$ cat src/rtl/rob_multi_retire_if.sv
// Bundle of dispatch, writeback, branch-resolution and retire signals
// exchanged between the reorder buffer and the rest of the core.
interface rob_multi_retire_if #(
    parameter int DEPTH    = 32,
    parameter int TAG_W    = $clog2(DEPTH),
    parameter int PREG_W   = 7,
    parameter int NUM_WB   = 3,
    parameter int RETIRE_W = 2
);
    logic                       alloc_valid;
    logic                       alloc_ready;
    logic [TAG_W-1:0]           alloc_tag;
    logic                       alloc_has_rd;
    logic [PREG_W-1:0]          alloc_pd_new;
    logic [PREG_W-1:0]          alloc_pd_old;
    logic [31:0]                alloc_pc;
    logic [NUM_WB-1:0]          wb_valid;
    logic [NUM_WB*TAG_W-1:0]    wb_tag;
    logic                       br_mispredict;
    logic [TAG_W-1:0]           br_tag;
    logic                       flush_out;
    logic [TAG_W-1:0]           flush_tag;
    logic [RETIRE_W-1:0]        retire_valid;
    logic [RETIRE_W-1:0]        retire_has_rd;
    logic [RETIRE_W*PREG_W-1:0] retire_pd_old;
    logic [RETIRE_W*32-1:0]     retire_pc;
    logic [TAG_W-1:0]           head;
    logic [TAG_W:0]             count;

    // Core side: dispatch, functional units and branch unit
    modport master (
        output alloc_valid, alloc_has_rd, alloc_pd_new, alloc_pd_old, alloc_pc,
        output wb_valid, wb_tag, br_mispredict, br_tag,
        input  alloc_ready, alloc_tag, flush_out, flush_tag,
        input  retire_valid, retire_has_rd, retire_pd_old, retire_pc, head, count
    );

    // Reorder buffer side
    modport slave (
        input  alloc_valid, alloc_has_rd, alloc_pd_new, alloc_pd_old, alloc_pc,
        input  wb_valid, wb_tag, br_mispredict, br_tag,
        output alloc_ready, alloc_tag, flush_out, flush_tag,
        output retire_valid, retire_has_rd, retire_pd_old, retire_pc, head, count
    );
endinterface

$ cat src/rtl/rob_multi_retire.sv
// Reorder buffer with multiple writeback ports, up to RETIRE_W in-order
// retirements per cycle and squash of entries younger than a mispredicted
// branch. Entry ages are measured from head so wrap-around is transparent.
module rob_multi_retire #(
    parameter int DEPTH    = 32,
    parameter int TAG_W    = $clog2(DEPTH),
    parameter int PREG_W   = 7,
    parameter int NUM_WB   = 3,
    parameter int RETIRE_W = 2
) (
    input logic               clk,
    input logic               reset,
    rob_multi_retire_if.slave rob
);
    localparam int CNT_W  = TAG_W + 1;
    localparam int RCNT_W = $clog2(RETIRE_W + 1);
    localparam logic [CNT_W-1:0] FULL = CNT_W'(DEPTH);

    logic [TAG_W-1:0]  head_reg, head_next;
    logic [TAG_W-1:0]  tail_reg, tail_next;
    logic [CNT_W-1:0]  count_reg, count_next;
    logic [DEPTH-1:0]  valid_reg, valid_next;
    logic [DEPTH-1:0]  done_reg, done_next;
    logic              flush_out_reg;
    logic [TAG_W-1:0]  flush_tag_reg;

    // Payload storage, written only at the tail
    logic              has_rd_mem [DEPTH];
    logic [PREG_W-1:0] pd_new_mem [DEPTH];
    logic [PREG_W-1:0] pd_old_mem [DEPTH];
    logic [31:0]       pc_mem     [DEPTH];

    logic              alloc_fire;
    logic              br_fire;
    logic [TAG_W-1:0]  br_age;
    logic [TAG_W-1:0]  slot_idx [RETIRE_W];
    logic [RETIRE_W-1:0] retire_vec;
    logic [RCNT_W-1:0] retire_cnt;
    logic [DEPTH-1:0]  retire_mask;
    logic [DEPTH-1:0]  kill_mask;
    logic [DEPTH-1:0]  wb_mask;

    assign rob.alloc_ready = (count_reg < FULL) && !rob.br_mispredict;
    assign rob.alloc_tag   = tail_reg;
    assign rob.head        = head_reg;
    assign rob.count       = count_reg;
    assign rob.flush_out   = flush_out_reg;
    assign rob.flush_tag   = flush_tag_reg;

    assign alloc_fire = rob.alloc_valid && rob.alloc_ready;
    // A mispredict naming an empty slot is stale and must not disturb state
    assign br_fire    = rob.br_mispredict && valid_reg[rob.br_tag];
    assign br_age     = rob.br_tag - head_reg;

    genvar gi;
    generate
        for (gi = 0; gi < RETIRE_W; gi++) begin : g_slot
            assign slot_idx[gi] = head_reg + TAG_W'(gi);
            assign rob.retire_has_rd[gi] = retire_vec[gi] && has_rd_mem[slot_idx[gi]];
            assign rob.retire_pd_old[gi*PREG_W +: PREG_W] = pd_old_mem[slot_idx[gi]];
            assign rob.retire_pc[gi*32 +: 32] = pc_mem[slot_idx[gi]];
        end
        // An entry is squashed when it is strictly younger than the branch
        for (gi = 0; gi < DEPTH; gi++) begin : g_entry
            logic [TAG_W-1:0] age;
            assign age = TAG_W'(gi) - head_reg;
            assign kill_mask[gi] = br_fire && (age > br_age);
        end
    endgenerate

    assign rob.retire_valid = retire_vec;

    // Contiguous retire window from head; the first not-done entry stops it
    always_comb begin
        logic chain;
        chain       = !reset;
        retire_vec  = '0;
        retire_cnt  = '0;
        retire_mask = '0;
        for (int i = 0; i < RETIRE_W; i++) begin
            chain = chain && valid_reg[slot_idx[i]] && done_reg[slot_idx[i]];
            retire_vec[i] = chain;
            if (chain) begin
                retire_mask[slot_idx[i]] = 1'b1;
                retire_cnt = retire_cnt + 1'b1;
            end
        end
    end

    // Collect completion strobes from all writeback ports (duplicates merge)
    always_comb begin
        wb_mask = '0;
        for (int p = 0; p < NUM_WB; p++) begin
            if (rob.wb_valid[p]) begin
                wb_mask[rob.wb_tag[p*TAG_W +: TAG_W]] = 1'b1;
            end
        end
    end

    // Next entry flags and pointers; a squash resets tail to just past the branch
    always_comb begin
        valid_next = valid_reg & ~retire_mask & ~kill_mask;
        done_next  = done_reg | (wb_mask & valid_reg);
        if (alloc_fire) begin
            valid_next[tail_reg] = 1'b1;
            done_next[tail_reg]  = 1'b0;
        end
        head_next = head_reg + TAG_W'(retire_cnt);
        if (br_fire) begin
            tail_next  = rob.br_tag + TAG_W'(1);
            count_next = CNT_W'(br_age) + CNT_W'(1) - CNT_W'(retire_cnt);
        end else begin
            tail_next  = tail_reg + TAG_W'(alloc_fire);
            count_next = count_reg + CNT_W'(alloc_fire) - CNT_W'(retire_cnt);
        end
    end

    // Control state register
    always_ff @(posedge clk) begin
        if (reset) begin
            head_reg      <= '0;
            tail_reg      <= '0;
            count_reg     <= '0;
            valid_reg     <= '0;
            done_reg      <= '0;
            flush_out_reg <= 1'b0;
            flush_tag_reg <= '0;
        end else begin
            head_reg      <= head_next;
            tail_reg      <= tail_next;
            count_reg     <= count_next;
            valid_reg     <= valid_next;
            done_reg      <= done_next;
            flush_out_reg <= br_fire;
            if (br_fire) begin
                flush_tag_reg <= rob.br_tag;
            end
        end
    end

    // Payload write at the allocating tail slot
    always_ff @(posedge clk) begin
        if (alloc_fire) begin
            has_rd_mem[tail_reg] <= rob.alloc_has_rd;
            pd_new_mem[tail_reg] <= rob.alloc_pd_new;
            pd_old_mem[tail_reg] <= rob.alloc_pd_old;
            pc_mem[tail_reg]     <= rob.alloc_pc;
        end
    end
endmodule

$ cat src/flat_wrapper.sv
// flat-port wrapper written by rule: the top's interface ports become plain ports
module rob_multi_retire_flat 
#(
    parameter int DEPTH    = 32,
    parameter int TAG_W    = $clog2(DEPTH),
    parameter int PREG_W   = 7,
    parameter int NUM_WB   = 3,
    parameter int RETIRE_W = 2
)
  (clk, reset, rob_alloc_valid, rob_alloc_has_rd, rob_alloc_pd_new, rob_alloc_pd_old, rob_alloc_pc, rob_wb_valid, rob_wb_tag, rob_br_mispredict, rob_br_tag, rob_alloc_ready, rob_alloc_tag, rob_flush_out, rob_flush_tag, rob_retire_valid, rob_retire_has_rd, rob_retire_pd_old, rob_retire_pc, rob_head, rob_count);
  rob_multi_retire_if #(.DEPTH(DEPTH), .TAG_W(TAG_W), .PREG_W(PREG_W), .NUM_WB(NUM_WB), .RETIRE_W(RETIRE_W)) rob_i ();
  input logic clk;
  input logic reset;
  input wire logic [$bits(rob_i.alloc_valid)-1:0] rob_alloc_valid;
  input wire logic [$bits(rob_i.alloc_has_rd)-1:0] rob_alloc_has_rd;
  input wire logic [$bits(rob_i.alloc_pd_new)-1:0] rob_alloc_pd_new;
  input wire logic [$bits(rob_i.alloc_pd_old)-1:0] rob_alloc_pd_old;
  input wire logic [$bits(rob_i.alloc_pc)-1:0] rob_alloc_pc;
  input wire logic [$bits(rob_i.wb_valid)-1:0] rob_wb_valid;
  input wire logic [$bits(rob_i.wb_tag)-1:0] rob_wb_tag;
  input wire logic [$bits(rob_i.br_mispredict)-1:0] rob_br_mispredict;
  input wire logic [$bits(rob_i.br_tag)-1:0] rob_br_tag;
  output wire logic [$bits(rob_i.alloc_ready)-1:0] rob_alloc_ready;
  output wire logic [$bits(rob_i.alloc_tag)-1:0] rob_alloc_tag;
  output wire logic [$bits(rob_i.flush_out)-1:0] rob_flush_out;
  output wire logic [$bits(rob_i.flush_tag)-1:0] rob_flush_tag;
  output wire logic [$bits(rob_i.retire_valid)-1:0] rob_retire_valid;
  output wire logic [$bits(rob_i.retire_has_rd)-1:0] rob_retire_has_rd;
  output wire logic [$bits(rob_i.retire_pd_old)-1:0] rob_retire_pd_old;
  output wire logic [$bits(rob_i.retire_pc)-1:0] rob_retire_pc;
  output wire logic [$bits(rob_i.head)-1:0] rob_head;
  output wire logic [$bits(rob_i.count)-1:0] rob_count;
  assign rob_i.alloc_valid = rob_alloc_valid;
  assign rob_i.alloc_has_rd = rob_alloc_has_rd;
  assign rob_i.alloc_pd_new = rob_alloc_pd_new;
  assign rob_i.alloc_pd_old = rob_alloc_pd_old;
  assign rob_i.alloc_pc = rob_alloc_pc;
  assign rob_i.wb_valid = rob_wb_valid;
  assign rob_i.wb_tag = rob_wb_tag;
  assign rob_i.br_mispredict = rob_br_mispredict;
  assign rob_i.br_tag = rob_br_tag;
  assign rob_alloc_ready = rob_i.alloc_ready;
  assign rob_alloc_tag = rob_i.alloc_tag;
  assign rob_flush_out = rob_i.flush_out;
  assign rob_flush_tag = rob_i.flush_tag;
  assign rob_retire_valid = rob_i.retire_valid;
  assign rob_retire_has_rd = rob_i.retire_has_rd;
  assign rob_retire_pd_old = rob_i.retire_pd_old;
  assign rob_retire_pc = rob_i.retire_pc;
  assign rob_head = rob_i.head;
  assign rob_count = rob_i.count;
  rob_multi_retire #(.DEPTH(DEPTH), .TAG_W(TAG_W), .PREG_W(PREG_W), .NUM_WB(NUM_WB), .RETIRE_W(RETIRE_W)) u_core (.clk(clk), .reset(reset), .rob(rob_i));
endmodule
$ cat config.mk
export PLATFORM = sky130hd
export DESIGN_NAME = rob_multi_retire_flat
export DESIGN_NICKNAME = d
export VERILOG_FILES = /design/src/rtl/rob_multi_retire_if.sv /design/src/rtl/rob_multi_retire.sv /design/src/flat_wrapper.sv
export SDC_FILE = /design/constraint.sdc
export NUM_CORES = 2
export LEC_CHECK = 0
export CAP_MARGIN = 15
export CORE_MARGIN = 5
export CORE_UTILIZATION = 50
export DETAILED_ROUTE_END_ITERATION = 10
export PLACE_DENSITY = 0.71
export SLEW_MARGIN = 30
export SYNTH_ARGS = -nofsm -noshare
export SYNTH_HDL_FRONTEND = slang
export SYNTH_SLANG_ARGS = --single-unit
$ cat constraint.sdc
create_clock -name clk -period 5.7 [get_ports clk]
set_clock_uncertainty 0.2 [all_clocks]
set_input_delay 0.855 -clock clk [delete_from_list [all_inputs] [get_ports clk]]
set_output_delay 0.855 -clock clk [all_outputs]
set_load 0.02 [all_outputs]
==> impl_results.md <==
- Clock Path Buffers: 3
- Mux share of post-synthesis cell area: 0.276
- Die Span X: 375 um
- GRT busiest layer: met2
- Final Hold Vio Count: 0
- Routability cong.: slightly above 0.9
- Root Driver: clkbuf_16
- Worst Path Class, Setup: flip-flop to primary output
- Share of the synthesized area in the top cell type: 0.576
- Status: finished, final reports clean
- Synth top area cells: edfxtp_1, mux4_2, dfxtp_1
- Rows: between 100 and 150
- Met2 Resource Use GR: 0.411
- Grt ovf: 0
- Layout cells sized above 1: 0.318
- Compound-gate portion of the synthesized area: 0.0344
- Max-cap violations: 0
- Slew HR: 0.317
- Avg Synthesized Cell Area: 18.6 um2
- Worst setup EP type: primary output
- Hold depth: 2
- Worst EP arrival: around 4.6 ns
- Most numerous cell in the Yosys netlist: edfxtp_1
- Antenna violations before repair: 7
- Fmax: between 0.15 and 0.2 GHz
- Worst Hold Endpoint: u_core.rob.flush_tag[0]
- Pwr dens: 279 nW/um2
- Most flops, register: u_core.pc_mem
- Worst R2R Start: u_core.rob.head[0]
- Sequential Area: roughly 40,000 um2
- CTS clk-pin slew, worst paths: approximately 0.060 ns
- Peak VDD IR: between 0.3 and 0.4 mV
- M3 GR Usage: 0.0566
- Flops & latches, synth: about 1,400
- Synth warn: 0
- Tmin final: roughly 5.6 ns
- Cts hold-fix bufs: 0
- Critical path peak fanout: 32
- Reg2reg end: u_core.rob.count[5]
- First-pass GRT wire length: 269 mm
- Async set or reset register ratio after synthesis: 0
- I/O pins: approximately 180
- Wirelength, routed: approximately 190 mm
- Height of the chip: 375 um
- Fin util: 0.569
- Final Cycle Share: 0.986
- Via count: 39,600
- RSZ-0062 raised after global routing: false
- H-tree Lvls: 4
- Setup total negative slack: 0 ns
- Least-Margin Pin Slew: 1.02 ns
- M1 GR Usage: 0.373
- Input/output buffers: 171
- Leakage: between 20 and 25 nW
- Detail Route Antenna Nets: 0
- Top FF cell, synth: edfxtp_1
- HP Start: u_core.rob.flush_tag[0]
- Mean number of vias per cell: roughly 7
- Hold Path Class: flip-flop to flip-flop
- Largest net degree at the start of global routing: between 100 and 150
- R2R Setup Slk: roughly 0.60 ns
- Post-layout power: approximately 21 mW
- Setup Viol. Count Final: 0
- Final-layout fill cell count: a little under 10,000
- TritonCTS clock tree: done
- Clock sinks: ~1,400
- Most frequent cells after synthesis: edfxtp_1, mux4_2, nand2_1, clkbuf_1, ha_1
- Vias in the first global route: between 30,000 and 40,000
- Die ar.: around 140,000 um2
- Global Route Usage Sum: 0.262
- DR pass1 iterations: 5
- Final Net Count: about 4,000
- P&R area growth vs syn: 13.4%
- Simple-gate portion of the synthesized area: 0.0414
- Cell accounting for the most synthesized area: edfxtp_1
- Syn Nets: about 3,800
- Core area: ~130,000 um2
- DRC violations left: 0
- Starting Density: 0.501
- R2R depth: 19
- Largest regs: u_core.pc_mem (1024), u_core.pd_old_mem (224)
- DP HPWL: ~100 mm
- Pins over their slew limit: 0
- Synth Area in Adders: 0.0211
- Syn Inst Count: 3,592
- Crit path launch type: flip-flop
- Seq/Total Area, Yosys: 0.602
- Mapped cell area: roughly 67,000 um2
- Multi-input gate area: 25,600 um2
- Max reg flops: roughly 1,000
- XOR/XNOR Fraction of Synth Area: 0.00628
- Synth cell types: a little over 70
- Wire length per cell: roughly 33 um
- Clock buffer count from CTS: roughly 140
- Number of DRC markers in iteration 0: 5,202
- CP Data Required Time: 4.64 ns
- Worst skew pair latency: slightly below 0.8 ns
- Post-synth EDFFs: 1,280
- Largest family of logic cells by synthesized area: multiplexers
routing by layer:
| layer | routed length [um] | up-vias |
|---|---|---|
| li1 | - | 15600 |
| met1 | 70500 | 20800 |
| met2 | 88500 | 2679 |
| met3 | 21600 | 412 |
| met4 | 6300 | 2 |
| met5 | 13 | - |
cells by family (layout without fill, tap and decap cells):
| logic type | count (synthesis) | count (layout) |
|---|---|---|
| AO/OA/AOI/OAI | 326 | 326 |
| XOR/XNOR | 47 | 47 |
| adder cells (fa/ha/maj) | 110 | 110 |
| buffers and inverters | 309 | 594 |
| flip-flops | 1366 | 1366 |
| multiplexers | 825 | 825 |
| other | 0 | 3 |
| AND/OR/NAND/NOR | 609 | 609 |
critical path, cell delays in order, from the launching register on:
cell and delay [ns]:
dfxtp_4 0.58, ha_1 0.29, buf_4 0.26, nand2_1 0.18, xnor2_2 0.35, buf_4 0.70
mux2i_1 0.19, nor3_1 0.47, clkdlybuf4s50_1 0.71
stage by stage:
step	instance area, um2	std cells	worst slack, ns	hold slack (ns)
4_1_cts	75700	5639	0.0220	0.297
3_5_place_dp	71200	5386	0.641	0.283
5_1_grt	75700	5646	0.0689	0.339
2_1_floorplan	66700	3592	0.274	0.266
6_report	75700	5648	0.0807	0.293
3_3_place_gp	71200	5386	0.658	0.267
worst max-delay path by stage:
stage,cells after the start,slack (ns),endpoint,from
2_1_floorplan,20,0.27,u_core.rob.count[5],u_core.rob.head[1]
3_3_place_gp,15,0.66,u_core.rob.count[5],u_core.rob.head[0]
3_5_place_dp,19,0.64,u_core.rob.count[5],u_core.rob.head[0]
4_1_cts,9,0.02,rob_retire_has_rd[1],u_core.rob.head[0]
5_1_grt,9,0.07,rob_retire_pc[63],u_core.rob.head[0]
6_report,8,0.08,rob_retire_has_rd[1],u_core.rob.head[0]
report_power, final:
group          switching (mW)  total, mW  internal, mW
logic                   0.577      0.938         0.361
registers              0.0542       11.1          11.0
clock network            3.91       9.07          5.16
total                    4.54       21.1          16.6
layout make-up:
class                           instances  area share
Clock buffer                          172      0.0495
Antenna cell                            3   0.0000992
Tap cell                             1768      0.0292
Inverter                               58     0.00311
Sequential cell                      1366       0.531
Clock inverter                         81     0.00969
Timing Repair Buffer                  283      0.0391
Multi-Input combinational cell       1917       0.339
cells in the final DEF, fill, tap and decap left out, types with 8 or more instances in the layout:
cell type	netlist	final
nand3b_1	23	23
inv_1	54	53
and2_1	9	9
dfxtp_1	86	82
buf_2	52	34
edfxtp_1	1280	1280
a21oi_1	61	61
clkbuf_16	0	148
clkinv_1	1	30
o21ai_0	70	70
ha_1	106	105
xor2_1	12	12
mux2i_1	11	11
mux4_2	814	814
clkbuf_1	151	25
nand2_1	303	301
a211oi_1	19	19
nor2_1	91	59
nor2_4	0	32
o2bb2ai_1	9	9
clkdlybuf4s50_1	0	137
inv_6	0	8
nand3_1	67	67
or3b_2	9	9
a31o_2	10	10
bufinv_16	0	10
xnor2_1	34	31
o311ai_0	20	20
a31oi_1	14	14
a21o_1	20	20
clkinv_2	0	26
a22o_1	12	12
buf_4	2	66
and3_1	19	19
nor3_1	49	49
buf_12	0	33
o22a_1	28	28
what timing repair did:
item                       in CTS  in global routing
setup buffers                   0                  1
setup endpoints to repair       8                 32
gates cloned                    0                  3
resized for setup               1                  5
Note: power is estimated with default switching activity, not from simulation.
